## config.mk

```make
export PLATFORM = sky130hd
export DESIGN_NAME = sccb_slave
export DESIGN_NICKNAME = d
export VERILOG_FILES = /design/src/rtl/sccb_slave.sv
export SDC_FILE = /design/constraint.sdc
export NUM_CORES = 1
export LEC_CHECK = 0
export BUFFER_PORTS_ARGS = -buffer_cell sky130_fd_sc_hd__buf_2
export CAP_MARGIN = 40
export CORE_ASPECT_RATIO = 1.2
export CORE_UTILIZATION = 35
export CTS_CLUSTER_SIZE = 24
export DETAILED_ROUTE_END_ITERATION = 12
export SYNTH_ARGS = -nofsm -noshare
export SYNTH_HDL_FRONTEND = slang
export SYNTH_SLANG_ARGS = --single-unit
export TNS_END_PERCENT = 20
```

## constraint.sdc

```tcl
create_clock -name XCLK -period 5.45 [get_ports XCLK]
set_input_delay 0.545 -clock XCLK [delete_from_list [all_inputs] [get_ports XCLK]]
set_output_delay 0.545 -clock XCLK [all_outputs]
set_load 0.005 [all_outputs]
```

## src/rtl/sccb_slave.sv

```systemverilog
// sccb_slave: SCCB target (camera-side responder) for the 2-wire OmniVision bus.
// SIO_C/SIO_D are oversampled on XCLK. START/STOP are decoded on the
// synchronized signals. The block handles 3-phase write, 2-phase write and
// 2-phase read transactions addressed to DEV_ID, and presents accesses on a
// simple register port.
//
// Ports:
//   XCLK, RST_N        system clock, async active-low reset
//   SIO_C, SIO_D_IN    bus clock and data pad input from the master
//   SIO_D_OUT/OE       data pad drive value and enable (OE=0 releases the line)
//   reg_addr           sub-address pointer; persists across transactions
//   reg_wdata/wr_en    write data with a one-cycle strobe per data-phase write
//   reg_rd_en/rdata    read fetch strobe; rdata is latched the cycle after it
//   busy               START..STOP while the transaction is addressed to us
module sccb_slave #(
  parameter logic [7:0] DEV_ID      = 8'h60,
  parameter bit         DRIVE_ACK   = 1'b1,
  parameter int         SYNC_STAGES = 2
) (
  input  logic       XCLK,
  input  logic       RST_N,
  input  logic       SIO_C,
  input  logic       SIO_D_IN,
  output logic       SIO_D_OUT,
  output logic       SIO_D_OE,
  output logic [7:0] reg_addr,
  output logic [7:0] reg_wdata,
  output logic       reg_wr_en,
  output logic       reg_rd_en,
  input  logic [7:0] reg_rdata,
  output logic       busy
);

  typedef enum logic [3:0] {
    S_IDLE, S_ID, S_ID_X, S_SUB, S_SUB_X, S_WDATA, S_WDATA_X,
    S_RD_FETCH, S_RDATA, S_RD_NA, S_WAIT_STOP, S_IGNORE
  } state_t;

  // ---------------------------------------------------------------- input sync
  // Flops reset to 1 (idle bus) so leaving reset never fakes an edge.
  logic [SYNC_STAGES-1:0] c_sync, d_sync;
  logic c_q, d_q;
  logic c_s, d_s;

  always_ff @(posedge XCLK or negedge RST_N) begin
    if (!RST_N) begin
      c_sync <= '1;
      d_sync <= '1;
      c_q    <= 1'b1;
      d_q    <= 1'b1;
    end else begin
      c_sync <= {c_sync[SYNC_STAGES-2:0], SIO_C};
      d_sync <= {d_sync[SYNC_STAGES-2:0], SIO_D_IN};
      c_q    <= c_sync[SYNC_STAGES-1];
      d_q    <= d_sync[SYNC_STAGES-1];
    end
  end

  assign c_s = c_sync[SYNC_STAGES-1];
  assign d_s = d_sync[SYNC_STAGES-1];

  logic c_rise, c_fall, bus_start, bus_stop;
  assign c_rise    =  c_s & ~c_q;
  assign c_fall    = ~c_s &  c_q;
  // SIO_C must be high in both samples so a data change racing a clock edge
  // is never taken as a bus condition.
  assign bus_start = c_s & c_q &  d_q & ~d_s;
  assign bus_stop  = c_s & c_q & ~d_q &  d_s;

  // ---------------------------------------------------------------- state
  state_t     state, state_n;
  logic [7:0] sr, sr_n;
  logic [3:0] cnt, cnt_n;
  logic       xbit, xbit_n;       // X bit has been clocked in (rise seen)
  logic       rd_mode, rd_mode_n;
  logic       rd_pend, rd_pend_n; // rdata is latched the cycle after rd_en
  logic       oe_n, out_n, wr_en_n, rd_en_n, busy_n;
  logic [7:0] addr_n, wdata_n;

  always_ff @(posedge XCLK or negedge RST_N) begin
    if (!RST_N) begin
      state     <= S_IDLE;
      sr        <= 8'h00;
      cnt       <= 4'd0;
      xbit      <= 1'b0;
      rd_mode   <= 1'b0;
      rd_pend   <= 1'b0;
      SIO_D_OE  <= 1'b0;
      SIO_D_OUT <= 1'b1;
      reg_addr  <= 8'h00;
      reg_wdata <= 8'h00;
      reg_wr_en <= 1'b0;
      reg_rd_en <= 1'b0;
      busy      <= 1'b0;
    end else begin
      state     <= state_n;
      sr        <= sr_n;
      cnt       <= cnt_n;
      xbit      <= xbit_n;
      rd_mode   <= rd_mode_n;
      rd_pend   <= rd_pend_n;
      SIO_D_OE  <= oe_n;
      SIO_D_OUT <= out_n;
      reg_addr  <= addr_n;
      reg_wdata <= wdata_n;
      reg_wr_en <= wr_en_n;
      reg_rd_en <= rd_en_n;
      busy      <= busy_n;
    end
  end

  always_comb begin
    state_n   = state;
    sr_n      = sr;
    cnt_n     = cnt;
    xbit_n    = xbit;
    rd_mode_n = rd_mode;
    rd_pend_n = rd_pend;
    oe_n      = SIO_D_OE;
    out_n     = SIO_D_OUT;
    addr_n    = reg_addr;
    wdata_n   = reg_wdata;
    wr_en_n   = 1'b0;
    rd_en_n   = 1'b0;
    busy_n    = busy;

    if (bus_stop) begin
      state_n   = S_IDLE;
      oe_n      = 1'b0;
      out_n     = 1'b1;
      cnt_n     = 4'd0;
      xbit_n    = 1'b0;
      rd_pend_n = 1'b0;
      busy_n    = 1'b0;
    end else if (bus_start) begin
      // Covers repeated START too; reg_addr is intentionally kept.
      state_n   = S_ID;
      oe_n      = 1'b0;
      out_n     = 1'b1;
      cnt_n     = 4'd0;
      xbit_n    = 1'b0;
      rd_pend_n = 1'b0;
      busy_n    = 1'b1;
    end else begin
      case (state)
        S_ID, S_SUB, S_WDATA: begin
          if (c_rise) begin
            sr_n = {sr[6:0], d_s};
            if (cnt == 4'd7) begin
              cnt_n  = 4'd8;
              xbit_n = 1'b0;
              case (state)
                S_ID: begin
                  if (sr_n[7:1] != DEV_ID[7:1]) begin
                    state_n = S_IGNORE;
                    busy_n  = 1'b0;
                  end else begin
                    rd_mode_n = sr_n[0];
                    state_n   = S_ID_X;
                  end
                end
                S_SUB: begin
                  addr_n  = sr_n;
                  state_n = S_SUB_X;
                end
                default: begin
                  wdata_n = sr_n;
                  wr_en_n = 1'b1;
                  state_n = S_WDATA_X;
                end
              endcase
            end else begin
              cnt_n = cnt + 4'd1;
            end
          end
        end

        // First fall (after bit 7) starts the ACK, the rise clocks the X bit,
        // the following fall ends the ACK and moves on.
        S_ID_X, S_SUB_X, S_WDATA_X: begin
          if (c_rise) xbit_n = 1'b1;
          if (c_fall && !xbit) begin
            oe_n  = DRIVE_ACK;
            out_n = ~DRIVE_ACK;
          end else if (c_fall && xbit) begin
            oe_n   = 1'b0;
            out_n  = 1'b1;
            cnt_n  = 4'd0;
            xbit_n = 1'b0;
            case (state)
              S_ID_X: begin
                if (rd_mode) begin
                  state_n = S_RD_FETCH;
                  rd_en_n = 1'b1;
                end else begin
                  state_n = S_SUB;
                end
              end
              S_SUB_X: state_n = S_WDATA;
              default: state_n = S_WAIT_STOP;
            endcase
          end
        end

        // SIO_C is low here, so bit 7 goes on the line as soon as it is loaded.
        S_RD_FETCH: begin
          if (reg_rd_en) begin
            rd_pend_n = 1'b1;
          end else if (rd_pend) begin
            rd_pend_n = 1'b0;
            sr_n      = {reg_rdata[6:0], 1'b0};
            oe_n      = 1'b1;
            out_n     = reg_rdata[7];
            cnt_n     = 4'd0;
            state_n   = S_RDATA;
          end
        end

        S_RDATA: begin
          if (c_rise) cnt_n = cnt + 4'd1;
          if (c_fall) begin
            if (cnt == 4'd8) begin
              oe_n    = 1'b0;
              out_n   = 1'b1;
              state_n = S_RD_NA;
            end else begin
              out_n = sr[7];
              sr_n  = {sr[6:0], 1'b0};
            end
          end
        end

        // NA value is don't-care; only its clock matters.
        S_RD_NA: if (c_rise) state_n = S_WAIT_STOP;

        default: ;
      endcase
    end
  end

endmodule

```

# Word-level counts from Yosys, hierarchy flattened
# Cells that the tools add are included.
[word_totals]
register_bits = 46
out_inout_bits = 21
elab_cells = 170
inputBits = 12
[classes]
n_mux = 82
n_reduce_logical = 27
n_addsub = 1
bitwise_logic = 15
eq_ne = 28
[op_table]
columns = ["op", "count"]
rows = [
  ["$mux 4", 21],
  ["$mux 1", 47],
  ["$mux 8", 5],
  ["$ne 4x4->1 const B", 10],
  ["$pmux 8 s3", 1],
  ["$reduce_bool 3->1", 7],
  ["$eq 4x3->1 const B", 5],
  ["$pmux 4 s5", 1],
  ["$reduce_and 6->1", 3],
  ["$pmux 4 s2", 2],
  ["$pmux 4 s4", 1],
  ["$reduce_and 7->1", 2],
  ["$eq 4x4->1 const B", 3],
  ["$ne 2x2->1 const B", 5],
  ["$reduce_and 10->1", 1],
  ["$reduce_and 5->1", 2],
  ["$eq 4x2->1 const B", 2],
  ["$not 1->1", 8],
  ["$reduce_and 8->1", 1],
  ["$and 1x1->1", 7],
  ["$ne 7x6->1 const B", 1],
  ["$reduce_bool 7->1", 1],
  ["$pmux 1 s3", 2],
  ["$reduce_bool 6->1", 1],
  ["12 further kinds", 14],
]

# Longest topological paths before layout
[depth]
ltp_word = 8
depth_mapped = 8
depth_no_buf = 7

# Worst setup path after synthesis
# OpenSTA, ideal clock, no wires.
[synth_timing]
kind = "reg-to-reg"
startpoint = "register state[1]"
endpoint = "register sr[5]"
required_time_ps = 5369
path_slack_ps = 3294
stages_incl_launch_ff = 8
t_arrival_ps = 2075
setup_ps = 81
cell_sequence = "dfrtp_1 -> or4b_1 -> buf_2 -> or3_4 -> a211oi_4 -> buf_6 -> nor2_1 -> a31oi_2"
[synth_via]
elab_chain_cells = 4
word_cells_on_any_way = 14
[synth_lines]
columns = ["element", "line_no", "text"]
rows = [
  ["from (decl)", "71", "state_t state, state_n;"],
  ["from (signal assigned)", "96", "state <= state_n;"],
  ["$eq 4x1->1, or another cell as far along", "145", "case (state)"],
  ["$reduce_or 3->1", "145", ""],
  ["$ne 2x2->1 (no line) or $reduce_bool 3->1 (tied branches)", "-", ""],
  ["$reduce_and 8->1 (no line)", "-", ""],
  ["to (signal assigned)", "97", "sr <= sr_n;"],
  ["to (decl)", "72", "logic [7:0] sr, sr_n;"],
]
# Parallel ways exist; a longest one is shown, timed or not.
# A chain may end at the register's enable or synchronous reset.

# Worst setup path after layout
[layout_timing]
startpoint = "register state[3]"
endpoint = "register sr[5]"
# The elaborated chain is that of the path after synthesis.

==> results_dict.tcl <==
set metrics [dict create \
    status "complete, no violations" \
    hold_class "in2async" \
    max_slew_margin_pct 44.23 \
    dieHeight_um 91.42 \
    fin_area_mm2 0.002664 \
    totalWireLength_um 5322 \
    grt_max_degree 31 \
    core_mm2 0.006446 \
    dp_hpwl_um 3812 \
    dr.pass1.iters 4 \
    ys_ff_latch 46 \
    critical_path_arrival_ps 2900 \
    finish.net_count 277 \
    grt_pass1_vias 1798 \
    path_max_fanout 18 \
    rows 32 \
    hold_viol_final 0 \
    p_leak_nw 1.201 \
    mostFrequentLayoutCell "dfrtp_1" \
    endpoint_kind "flop" \
    synth-main-ff-cell "dfrtp_1" \
    synthArstFlopShare_pct 100.0 \
    worst_hold_slack_ps 159.8 \
    clock_path_buffers 2 \
    via_per_inst 5.304 \
    synth_top_area_share_pct 41.85 \
    path_clk_slew_ps 90 \
    synth_edf_count 0 \
    postCtsSetupBuffers 0 \
    cts.sinks 46 \
    wl_per_cell_um 15.25 \
    tightest_slew_ps 832.0 \
    cts_buffers 5 \
    fin_util_pct 41.32 \
    slew_violations 0 \
    synth_nets 246 \
    skew_ps 6.602 \
    power_density_mw_per_mm2 420.0 \
    gp_congestion 0.8338 \
    ys_top_cells_by_area "dfrtp_1, dfstp_2, mux2_2, nand2_1, nor2_1" \
    drt_iter0_drc 135 \
    drcViolationCount 0 \
    antenna_left 0 \
    synth-seq-area-share_pct 49.73 \
    dieArea_mm2 0.006995 \
    initial_core_util_pct 36.18 \
    netlist_instances 232 \
    clkLatencyLatePin_ps 300 \
    fmax_mhz 373.0 \
    area_delta_synth_final_pct 14.22 \
    n_fill_cell 635 \
    rsz0062_at_grt "no" \
    layout_min_cycle_time_ps 2681 \
    io_pins 33 \
    required_ps 5670 \
    cts_hold_buf 0 \
    synth_area_mm2 0.002332 \
    dieWidth_um 76.52 \
    yosys_warnings 0 \
    final_cell_mix "dfrtp_1, buf_2, nand2_1" \
    critPathKind "reg2reg" \
    root_buffer "clkbuf_8" \
    yosysTopAreaCell "dfrtp_1" \
    n_antenna_cell 0 \
    cts_tree "done" \
    setup_viol 0 \
    cts_resized 0 \
    placed_cell_area_mm2 0.002580 \
    critPathLaunchType "flop" \
    antenna_found_initial 0 \
    synth_area_per_cell_um2 10.05 \
    grt_usage_pct 16.64 \
    overflow 0 \
    max-cap-violations 0 \
    finalSetupTns_ps 0 \
    vdd_drop_max_mv 0.2273 \
    timing.final.crit_share_pct 49.19 \
    drive_above_1_share_pct 27.65 \
    dr_total_vias 1851 \
    htree_levels 2 \
    grt_first_pass_wirelength_um 9011 \
    io_buffers 32 \
    yosysUniqueCellTypes 49 \
]
[per-layer routing]
layer	GRT usage [%]	vias up	part of all wire [%]
met2	27.85	42	50
met3	3.719	11	4.1
met5	0	-	0
met4	8.974	0	2.9
li1	-	905	-
met1	19.74	893	43
[cell families after synthesis]
logic type	Yosys count	share of synthesized area, %
simple gates	95	21.73
compound gates	57	16.31
flops	46	49.73
mux	17	8.154
buf+inv	14	2.628
fa+ha+maj	2	1.073
xor+xnor	1	0.3756
[area by class of cell]
| class | instances | area, um^2 | share of cell area [%] |
|---|---|---|---|
| Inverter | 4 | 15.01 | 0.5636 |
| Clock buffer | 7 | 76.32 | 2.865 |
| Tap cell | 85 | 106.4 | 3.992 |
| Timing Repair Buffer | 34 | 187.7 | 7.046 |
| Clock inverter | 1 | 7.507 | 0.2818 |
| Sequential cell | 46 | 1160 | 43.54 |
| Multi-Input combinational cell | 172 | 1111 | 41.71 |
[report_power, final]
group          internal (mW)  switching, mW
Combinational          0.169          0.234
Sequential             0.406          0.104
Clock                 0.0909          0.115
Total                  0.666          0.453
[cell usage after synthesis, types with 3 or more instances]
cell       n
inv_1      4
nand3b_1   3
nor3_1     4
dfrtp_1   39
nand2b_1   5
nand3_1    7
dfstp_2    7
nand2_1   26
clkbuf_1   8
nor2_1    23
nor2b_1    4
a31oi_1    6
mux2_2    16
o21ai_0   16
a21oi_1   14
and3b_1    3
nand4_1    4
[through the flow]
step,power (mW),worst slack (ps),cells
floorplan,0.8105,3294,232
global placement,0.9074,2835,339
detailed placement,0.9179,2786,341
CTS,1.127,2772,349
global route,1.206,2442,349
finish,1.119,2769,349
[critical path: stages, from the launching register on]
cell	delay [ps]
dfrtp_1	620
or4b_1	670
or3_4	440
a211oi_4	580
nor2_1	120
a31oi_2	170
[worst paths after layout]
kind	from	end	slack [ps]	depth (start not counted)
setup / recovery	state[3]$_DFFE_PN0P_	sr[5]$_DFFE_PN0P_	2770	5
hold / removal	RST_N	reg_addr[6]$_DFFE_PN0P_	160	1
setup reg to reg	state[3]$_DFFE_PN0P_	sr[5]$_DFFE_PN0P_	2770	5
hold reg to reg	d_sync[0]$_DFF_PN1_	d_sync[1]$_DFF_PN1_	360	0
max in group asynchronous	RST_N	c_sync[1]$_DFF_PN1_	4730	2
min in group XCLK	SIO_D_IN	d_sync[0]$_DFF_PN1_	340	1
[flip-flops by register name (all words and copies together), names as in the netlist, 2 cells and up]
| register | flops |
|---|---|
| d_sync | 2 |
| sr | 8 |
| cnt | 4 |
| reg_addr | 8 |
| reg_wdata | 8 |
| state | 4 |
| c_sync | 2 |
(Power assumes the default switching activity.)
